[src/rtl/iz_param_loader_multi_if.sv]
// Handshake/bus bundle for the multi-set Izhikevich parameter loader.
// The master drives the serial frame inputs; the slave (loader) returns params and status.
interface iz_param_loader_multi_if #(
    parameter int PARAM_W  = 8,
    parameter int NUM_SETS = 4
);
    logic                           enable;
    logic                           serial_data_in;
    logic                           load_enable;
    logic [NUM_SETS*4*PARAM_W-1:0]  params_flat;
    logic                           params_ready;
    logic                           commit_pulse;
    logic                           frame_error;
    logic                           busy;

    modport master (
        output enable, serial_data_in, load_enable,
        input  params_flat, params_ready, commit_pulse, frame_error, busy
    );

    modport slave (
        input  enable, serial_data_in, load_enable,
        output params_flat, params_ready, commit_pulse, frame_error, busy
    );
endinterface

[src/rtl/iz_param_loader_multi.sv]
// Serial loader for NUM_SETS Izhikevich (a,b,c,d) parameter sets: addressed frames,
// XOR checksum, shadow staging with atomic commit, abort detection and a sticky error flag.
module iz_param_loader_multi #(
    parameter int PARAM_W  = 8,
    parameter int NUM_SETS = 4,
    parameter int ADDR_W   = 2,
    parameter int DEF_A    = 26,
    parameter int DEF_B    = 26,
    parameter int DEF_C    = 63,
    parameter int DEF_D    = 16
) (
    input  logic                    clk,
    input  logic                    rst_n,
    iz_param_loader_multi_if.slave  bus
);
    localparam int SET_W = 4 * PARAM_W;
    localparam int CNT_W = $clog2(SET_W + 1);
    localparam logic [SET_W-1:0] DEF_SET = {PARAM_W'(DEF_A), PARAM_W'(DEF_B),
                                            PARAM_W'(DEF_C), PARAM_W'(DEF_D)};

    typedef enum logic [2:0] {IDLE, ADDR, DATA, CHK, WAIT_LOW} state_e;

    state_e                           state_q, state_d;
    logic [CNT_W-1:0]                 cnt_q, cnt_d;
    logic [ADDR_W-1:0]                addr_q, addr_d;
    logic [SET_W-1:0]                 stage_q, stage_d;
    logic [PARAM_W-1:0]               chk_q, chk_d;
    logic [NUM_SETS-1:0][SET_W-1:0]   sets_q, sets_d;
    logic                             ready_q, ready_d;
    logic                             commit_q, commit_d;
    logic                             err_q, err_d;
    logic                             le_prev_q;

    logic               rise, start, sum_ok, addr_ok;
    logic [PARAM_W-1:0] pa, pb, pc, pd, chk_full;

    function automatic logic [PARAM_W-1:0] nz(input logic [PARAM_W-1:0] v);
        return (v == '0) ? PARAM_W'(1) : v;
    endfunction

    assign rise     = bus.load_enable & ~le_prev_q;
    assign start    = rise && (state_q == IDLE || state_q == WAIT_LOW);
    assign pa       = stage_q[SET_W-1 -: PARAM_W];
    assign pb       = stage_q[3*PARAM_W-1 -: PARAM_W];
    assign pc       = stage_q[2*PARAM_W-1 -: PARAM_W];
    assign pd       = stage_q[PARAM_W-1:0];
    assign chk_full = PARAM_W'({chk_q, bus.serial_data_in});
    assign sum_ok   = (chk_full == (pa ^ pb ^ pc ^ pd));
    assign addr_ok  = (int'(addr_q) < NUM_SETS);

    always_comb begin
        state_d  = state_q;
        cnt_d    = cnt_q;
        addr_d   = addr_q;
        stage_d  = stage_q;
        chk_d    = chk_q;
        sets_d   = sets_q;
        ready_d  = ready_q;
        err_d    = err_q;
        commit_d = 1'b0;
        if (bus.enable) begin
            if (start) begin
                state_d = ADDR;
                cnt_d   = '0;
                stage_d = '0;
                ready_d = 1'b0;
            end else if (state_q == WAIT_LOW) begin
                if (!bus.load_enable) state_d = IDLE;
            end else if (state_q != IDLE) begin
                if (!bus.load_enable) begin
                    // Abort: staging is thrown away, active sets stay untouched.
                    state_d = IDLE;
                    cnt_d   = '0;
                    stage_d = '0;
                    ready_d = 1'b1;
                    err_d   = 1'b1;
                end else begin
                    cnt_d = cnt_q + CNT_W'(1);
                    case (state_q)
                        ADDR: begin
                            addr_d = ADDR_W'({addr_q, bus.serial_data_in});
                            if (cnt_q == CNT_W'(ADDR_W - 1)) begin
                                state_d = DATA;
                                cnt_d   = '0;
                            end
                        end
                        DATA: begin
                            stage_d = SET_W'({stage_q, bus.serial_data_in});
                            if (cnt_q == CNT_W'(SET_W - 1)) begin
                                state_d = CHK;
                                cnt_d   = '0;
                            end
                        end
                        CHK: begin
                            chk_d = chk_full;
                            if (cnt_q == CNT_W'(PARAM_W - 1)) begin
                                state_d = WAIT_LOW;
                                cnt_d   = '0;
                                ready_d = 1'b1;
                                if (sum_ok && addr_ok) begin
                                    for (int k = 0; k < NUM_SETS; k++)
                                        if (int'(addr_q) == k)
                                            sets_d[k] = {nz(pa), nz(pb), pc, nz(pd)};
                                    commit_d = 1'b1;
                                    err_d    = 1'b0;
                                end else begin
                                    err_d = 1'b1;
                                end
                            end
                        end
                        default: state_d = IDLE;
                    endcase
                end
            end
        end
    end

    always_ff @(posedge clk or negedge rst_n) begin
        if (!rst_n) begin
            state_q   <= IDLE;
            cnt_q     <= '0;
            addr_q    <= '0;
            stage_q   <= '0;
            chk_q     <= '0;
            sets_q    <= {NUM_SETS{DEF_SET}};
            ready_q   <= 1'b1;
            commit_q  <= 1'b0;
            err_q     <= 1'b0;
            le_prev_q <= 1'b0;
        end else begin
            state_q   <= state_d;
            cnt_q     <= cnt_d;
            addr_q    <= addr_d;
            stage_q   <= stage_d;
            chk_q     <= chk_d;
            sets_q    <= sets_d;
            ready_q   <= ready_d;
            commit_q  <= commit_d;
            err_q     <= err_d;
            le_prev_q <= bus.load_enable;
        end
    end

    assign bus.params_flat  = sets_q;
    assign bus.params_ready = ready_q;
    assign bus.commit_pulse = commit_q;
    assign bus.frame_error  = err_q;
    assign bus.busy         = (state_q == ADDR) || (state_q == DATA) || (state_q == CHK);
endmodule
[src/flat_wrapper.sv]
// flat-port wrapper written by rule: the top's interface ports become plain ports
module iz_param_loader_multi_flat 
#(
    parameter int PARAM_W  = 8,
    parameter int NUM_SETS = 4,
    parameter int ADDR_W   = 2,
    parameter int DEF_A    = 26,
    parameter int DEF_B    = 26,
    parameter int DEF_C    = 63,
    parameter int DEF_D    = 16
)
  (clk, rst_n, bus_enable, bus_serial_data_in, bus_load_enable, bus_params_flat, bus_params_ready, bus_commit_pulse, bus_frame_error, bus_busy);
  iz_param_loader_multi_if #(.PARAM_W(PARAM_W), .NUM_SETS(NUM_SETS)) bus_i ();
  input  logic clk;
  input  logic rst_n;
  input wire logic [$bits(bus_i.enable)-1:0] bus_enable;
  input wire logic [$bits(bus_i.serial_data_in)-1:0] bus_serial_data_in;
  input wire logic [$bits(bus_i.load_enable)-1:0] bus_load_enable;
  output wire logic [$bits(bus_i.params_flat)-1:0] bus_params_flat;
  output wire logic [$bits(bus_i.params_ready)-1:0] bus_params_ready;
  output wire logic [$bits(bus_i.commit_pulse)-1:0] bus_commit_pulse;
  output wire logic [$bits(bus_i.frame_error)-1:0] bus_frame_error;
  output wire logic [$bits(bus_i.busy)-1:0] bus_busy;
  assign bus_i.enable = bus_enable;
  assign bus_i.serial_data_in = bus_serial_data_in;
  assign bus_i.load_enable = bus_load_enable;
  assign bus_params_flat = bus_i.params_flat;
  assign bus_params_ready = bus_i.params_ready;
  assign bus_commit_pulse = bus_i.commit_pulse;
  assign bus_frame_error = bus_i.frame_error;
  assign bus_busy = bus_i.busy;
  iz_param_loader_multi #(.PARAM_W(PARAM_W), .NUM_SETS(NUM_SETS), .ADDR_W(ADDR_W), .DEF_A(DEF_A), .DEF_B(DEF_B), .DEF_C(DEF_C), .DEF_D(DEF_D)) u_core (.clk(clk), .rst_n(rst_n), .bus(bus_i));
endmodule
[config.mk]
export PLATFORM = sky130hd
export DESIGN_NAME = iz_param_loader_multi_flat
export DESIGN_NICKNAME = d
export VERILOG_FILES = /design/src/rtl/iz_param_loader_multi_if.sv /design/src/rtl/iz_param_loader_multi.sv /design/src/flat_wrapper.sv
export SDC_FILE = /design/constraint.sdc
export NUM_CORES = 1
export LEC_CHECK = 0
export BUFFER_PORTS_ARGS = -buffer_cell sky130_fd_sc_hd__buf_2
export CAP_MARGIN = 10
export CELL_PAD_IN_SITES_DETAIL_PLACEMENT = 1
export CELL_PAD_IN_SITES_GLOBAL_PLACEMENT = 2
export CORE_MARGIN = 10
export CORE_UTILIZATION = 39
export DETAILED_ROUTE_END_ITERATION = 16
export PLACE_DENSITY = 0.89
export SYNTH_ARGS = -nofsm -noshare
export SYNTH_HDL_FRONTEND = slang
export SYNTH_SLANG_ARGS = --single-unit
[constraint.sdc]
create_clock -name clk -period 3.24 [get_ports clk]
set_clock_uncertainty 0.2 [all_clocks]
set_input_delay 0.324 -clock clk [delete_from_list [all_inputs] [get_ports clk]]
set_output_delay 0.324 -clock clk [all_outputs]
set_load 0.02 [all_outputs]
Word level (Yosys, flattened, before mapping)
Cells that the tools add are included.
W data, S select, Z words.
{"block": "classes", "addsub": 1, "n_mul": 0, "div_mod_pow": 0, "order_cmp": 0, "eq_ne": 21, "shift": 0, "mux": 43, "n_bitwise": 7, "n_reduce_logical": 23}
{"operator": "$mux W32", "n": 5}
{"operator": "$mux W6", "n": 7}
{"operator": "$reduce_and A9 Y1", "n": 4}
{"operator": "$logic_not A8 Y1", "n": 3}
{"operator": "$mux W3", "n": 8}
{"operator": "$mux W8", "n": 3}
{"operator": "$reduce_and A6 Y1", "n": 4}
{"operator": "$xor A8 B8 Y8", "n": 3}
{"operator": "$mux W1", "n": 18}
{"operator": "$pmux W6 S3", "n": 1}
{"operator": "$ne A5 B4 Y1 const B", "n": 3}
{"operator": "$ne A3 B1 Y1 const B", "n": 3}
{"operator": "$pmux W3 S3", "n": 1}
{"operator": "$eq A8 B8 Y1", "n": 1}
{"operator": "$add A6 B1 Y6 const B", "n": 1}
{"operator": "$eq A3 B2 Y1 const B", "n": 2}
{"operator": "$eq A6 B1 Y1 const B", "n": 1}
{"operator": "$eq A6 B3 Y1 const B", "n": 1}
{"operator": "$eq A6 B5 Y1 const B", "n": 1}
{"operator": "$ne A2 B1 Y1 const B", "n": 3}
{"operator": "$reduce_bool A3 Y1", "n": 2}
{"operator": "$reduce_and A5 Y1", "n": 1}
{"operator": "$eq A2 B2 Y1 const B", "n": 2}
{"operator": "$reduce_and A4 Y1", "n": 1}
{"operator": "12 further kinds", "n": 16}
{"block": "word_totals", "regBits": 182, "latchBits": 0, "ramBits": 0, "romBits": 0, "in_bits": 5, "wordCells": 108, "n_memories": 0}

Logic depth before layout (Yosys ltp)
{"block": "logic_depth", "ltp_word": 12, "ltp_mapped": 7, "ltp_nobuf": 7}

Worst setup path after synthesis
OpenSTA, ideal clock, no wires.
{"block": "synth_timing", "path_type": "reg-to-reg", "start": "register u_core.stage_q[22]", "end": "register u_core.sets_q, in the netlist u_core.bus.params_flat[120]", "t_arrival_ns": 2.309, "t_required_ns": 2.915, "path_slack_ns": 0.606, "stages_incl_launch_ff": 8, "n_path_buf": 2, "period_less_slack_ns": 2.634, "path_cell_list": "dfrtp_1 > clkbuf_1 > xnor3_1 > xnor2_1 > nor4_4 > nand3_4 > buf_6 > mux2_4"}
{"block": "synth_via", "elab_chain_len": 5}
{"element": "start: declaration", "line": "iz_param_loader_multi.sv:26", "text": "logic [SET_W-1:0] stage_q, stage_d;"}
{"element": "start signal: assignment", "line": "iz_param_loader_multi.sv:134", "text": "stage_q <= stage_d;"}
{"element": "$xor A8 B8 Y8 (3 in series)", "line": "iz_param_loader_multi.sv:48", "text": "assign sum_ok = (chk_full == (pa ^ pb ^ pc ^ pd));"}
{"element": "$eq A8 B8 Y1", "line": "iz_param_loader_multi.sv:48"}
{"element": "$reduce_and A9 Y1 (no line)"}
{"element": "end signal: assignment", "line": "iz_param_loader_multi.sv:125", "text": "sets_q <= {NUM_SETS{DEF_SET}};"}
{"element": "end signal: assignment", "line": "iz_param_loader_multi.sv:136", "text": "sets_q <= sets_d;"}
{"element": "end: declaration", "line": "iz_param_loader_multi.sv:28", "text": "logic [NUM_SETS-1:0][SET_W-1:0] sets_q, sets_d;"}
No other way between the ends.
A chain may end at the register's enable or synchronous reset.

Final worst setup path
{"block": "layout_timing", "start": "input bus_load_enable", "end": "register u_core.sets_q, in the netlist u_core.bus.params_flat[114]"}
{"block": "layout_via", "elab_chain_len": 4}
{"element": "start: declaration", "line": "flat_wrapper.sv:18", "text": "input wire logic [$bits(bus_i.load_enable)-1:0] bus_load_enable;"}
{"element": "$and A1 B1 Y1", "line": "iz_param_loader_multi.sv:41", "text": "assign rise = bus.load_enable & ~le_prev_q;"}
{"element": "$logic_and A1 B1 Y1", "line": "iz_param_loader_multi.sv:42", "text": "assign start = rise && (state_q == IDLE || state_q == WAIT_LOW);"}
{"element": "$not A1 Y1 (no line)"}
{"element": "$reduce_and A9 Y1 (no line) *"}
Mark *: on every way between the ends. The rest lies on a longest branch, timed or not.

==> impl_metrics.csv <==
group,metric,value,unit
outcome,status,"finished clean",
yosys,yosysMostFrequentCell,"dfrtp_1",
cells_and_area,synthToLayoutAreaGrowth,20.1,%
worst_setup_path,r2r_cells,7,
clocking,cts_sinks,182,
timing,relSlewSlack,40.7,%
die,core_area,20400,sq um
yosys,synthCells,579,
worst_setup_path,path_class,"in2reg",
run,maxCapViolations,0,
timing,fin_ws,205,ps
yosys,synth_fa_ha_area_share,0.308,%
drt,dr.first_iter.drc_count,190,
timing,rsz0062_at_grt,"no",
global_route,grt-ovfl-total,0,
yosys,synth_xor_area_share,3.94,%
worst_setup_path,start_kind,"primary input",
timing,fmax,329,MHz
timing,worst_slew_pin_slew,890,ps
worst_setup_path,worst_ep_required_time,3350,ps
yosys,synthesis.area,8120,sq um
clocking,clkLatencyLatePin,430,ps
cells_and_area,antenna_cells,0,
worst_setup_path,crit_start,"bus_load_enable",
cells_and_area,utilization,47.9,%
drt,vias,5065,
die,ioPinCount,137,
yosys,synth_top_family_by_area,"multiplexers",
timing,maxSlewViolCount,0,
pwr,total_power,5.25,mW
timing,fin_tns_setup,0,ps
global_route,grt_pass1_wl,33.0,mm
yosys,avgSynthCellArea,14.0,sq um
timing,fin_crit_sh,93.7,%
die,die_y,164,microns
cells_and_area,fin_nets,725,
yosys,synth_flop_cell,"dfrtp_1",
yosys,synth-simple-area-share,7.81,%
worst_setup_path,critPathCapture,"u_core.bus.params_flat[114]",
die,rows,52,
worst_setup_path,r2r_slack,330,ps
place,place_congestion,0.763,
global_route,grt_max_degree,99,
clocking,max-clock-path-buffers,2,
yosys,synth_compound_gate_area_share,4.65,%
clocking,clk_pin_slew,70,ps
pwr,power_density,538,nW/um^2
cells_and_area,drive_above_1_share,50.8,%
yosys,yosysWarnings,0,
place,place_ws,297,ps
yosys,synth_top_area_cell,"dfrtp_1",
yosys,synthArstFlopShare,100,%
place,placed_cell_area,9090,sq um
cells_and_area,final_cells,1001,
timing,period_minus_slack,3040,ps
global_route,grt_pass1_vias,5724,
drt,drc,0,
drt,final_antenna_net_count,0,
yosys,synth-edff-count,0,
die,initial_core_util,39.9,%
die,die_w,164,microns
yosys,synth_area_leaders,"dfrtp_1, dfstp_2, mux2_4",
yosys,synthMuxAreaShare,23.1,%
global_route,grt_usage,15.6,%
place,hpwl,14.2,mm
timing,final_hold_viol_count,0,
worst_setup_path,r2r-start,"u_core.stage_q[25]",
drt,avgViaCountPerCell,5.06,
global_route,antenna_found_initial,0,
cells_and_area,stdcell_area,9750,sq um
pwr,ir_drop,0.351,mV
worst_setup_path,r2r_end,"u_core.bus.params_flat[63]",
yosys,synth-seq-cells,182,
drt,post_drt_wl_per_cell,20.4,microns
pwr,leakagePower,5.06,nW
yosys,netlist_top_cells_count,"dfrtp_1, mux2_4, nand2_1",
yosys,ys_seq_area_share,56.9,%
clocking,cts_tree,"done",
clocking,cts_made_buffers,17,
yosys,synth_top_area_share,39.8,%
clocking,root_buffer,"clkbuf_16",
drt,wl,20.5,mm
clocking,htreeDepth,4,
place,io_buffers,136,
yosys,netlist-cell-type-count,41,
timing,setup_violations,0,
worst_setup_path,cp_max_fo,26,
worst_setup_path,cp.arrival,3140,ps
hold_path,worstHoldPathType,"reg2reg",
yosys,syn-num-nets,586,
place,dp_cells,965,
timing,worst_hold_slack,294,ps
drt,firstDrtPassIters,4,
worst_setup_path,endpoint_kind,"flop",
die,die_area,27000,sq um
[state kept, by name, indices dropped and copies added, names as in the netlist]
| signal | flops |
|---|---|
| u_core.state_q | 3 |
| u_core.bus.commit_pulse | 1 |
| u_core.le_prev_q | 1 |
| u_core.cnt_q | 6 |
| u_core.bus.params_flat | 128 |
| u_core.bus.params_ready | 1 |
| u_core.addr_q | 2 |
| u_core.stage_q | 32 |
| u_core.bus.frame_error | 1 |
| u_core.chk_q | 7 |
[area by class of cell]
cell class                 count  area (sq um)
fill                        2116         10600
sequential                   182          4620
multi-input combinational    350          3230
timing repair buffer         162           917
clock buffer                  20           437
tap                          270           338
clock inverter                12           190
inverter                       5          18.8
[layout by cell type, fill, tap and decap left out, types with 16 or more instances in the layout]
cell type,n
o21ai_0,37
nand2_1,78
buf_4,20
dfstp_2,53
dfrtp_1,129
mux2_4,86
buf_2,135
mux2_2,35
mux2_1,16
clkbuf_16,17
[worst min-delay path by stage]
stage,from,slack (ps),depth (start not counted),to
2_1_floorplan,rst_n,-170,0,u_core.addr_q[0]
3_3_place_gp,rst_n,270,1,u_core.bus.params_flat[58]
3_5_place_dp,u_core.bus.params_flat[2],280,1,u_core.bus.params_flat[2]
4_1_cts,u_core.bus.params_flat[2],300,1,u_core.bus.params_flat[2]
5_1_grt,u_core.bus.params_flat[3],310,1,u_core.bus.params_flat[3]
6_report,u_core.bus.params_flat[3],290,1,u_core.bus.params_flat[3]
[layer usage]
metal  track usage, %  wire length [microns]
met1             18.7                   8810
met2             27.0                  10400
met4             4.47                    253
met5                0                      0
met3             4.03                    968
[critical path, cell delays in order]
cell	delay, ps
dlygate4sd3_1	520
buf_2	190
inv_2	80
or4_1	620
nor4_1	560
nand3_4	250
buf_12	260
mux2_4	310
[cells by family (layout without fill, tap and decap cells)]
kind of cell / Yosys count / count (layout)
xor+xnor: 24 / 24
fa+ha+maj: 2 / 2
simple gates: 123 / 123
mux: 138 / 138
buf+inv: 47 / 199
flops: 182 / 182
compound gates: 63 / 63
[power by group]
part	total, mW	switching (mW)	internal (mW)
Combinational	0.598	0.378	0.220
Clock	2.22	0.911	1.31
Sequential	2.43	0.0852	2.35
Total	5.25	1.37	3.88
[what timing repair did]
action | CTS | global route
buffers inserted | 0 | 0
endpoints found under the hold margin | 68 | 0
hold buffers | 4 | 0
gates resized for setup | 0 | 0
Note: power is estimated with default switching activity, not from simulation.
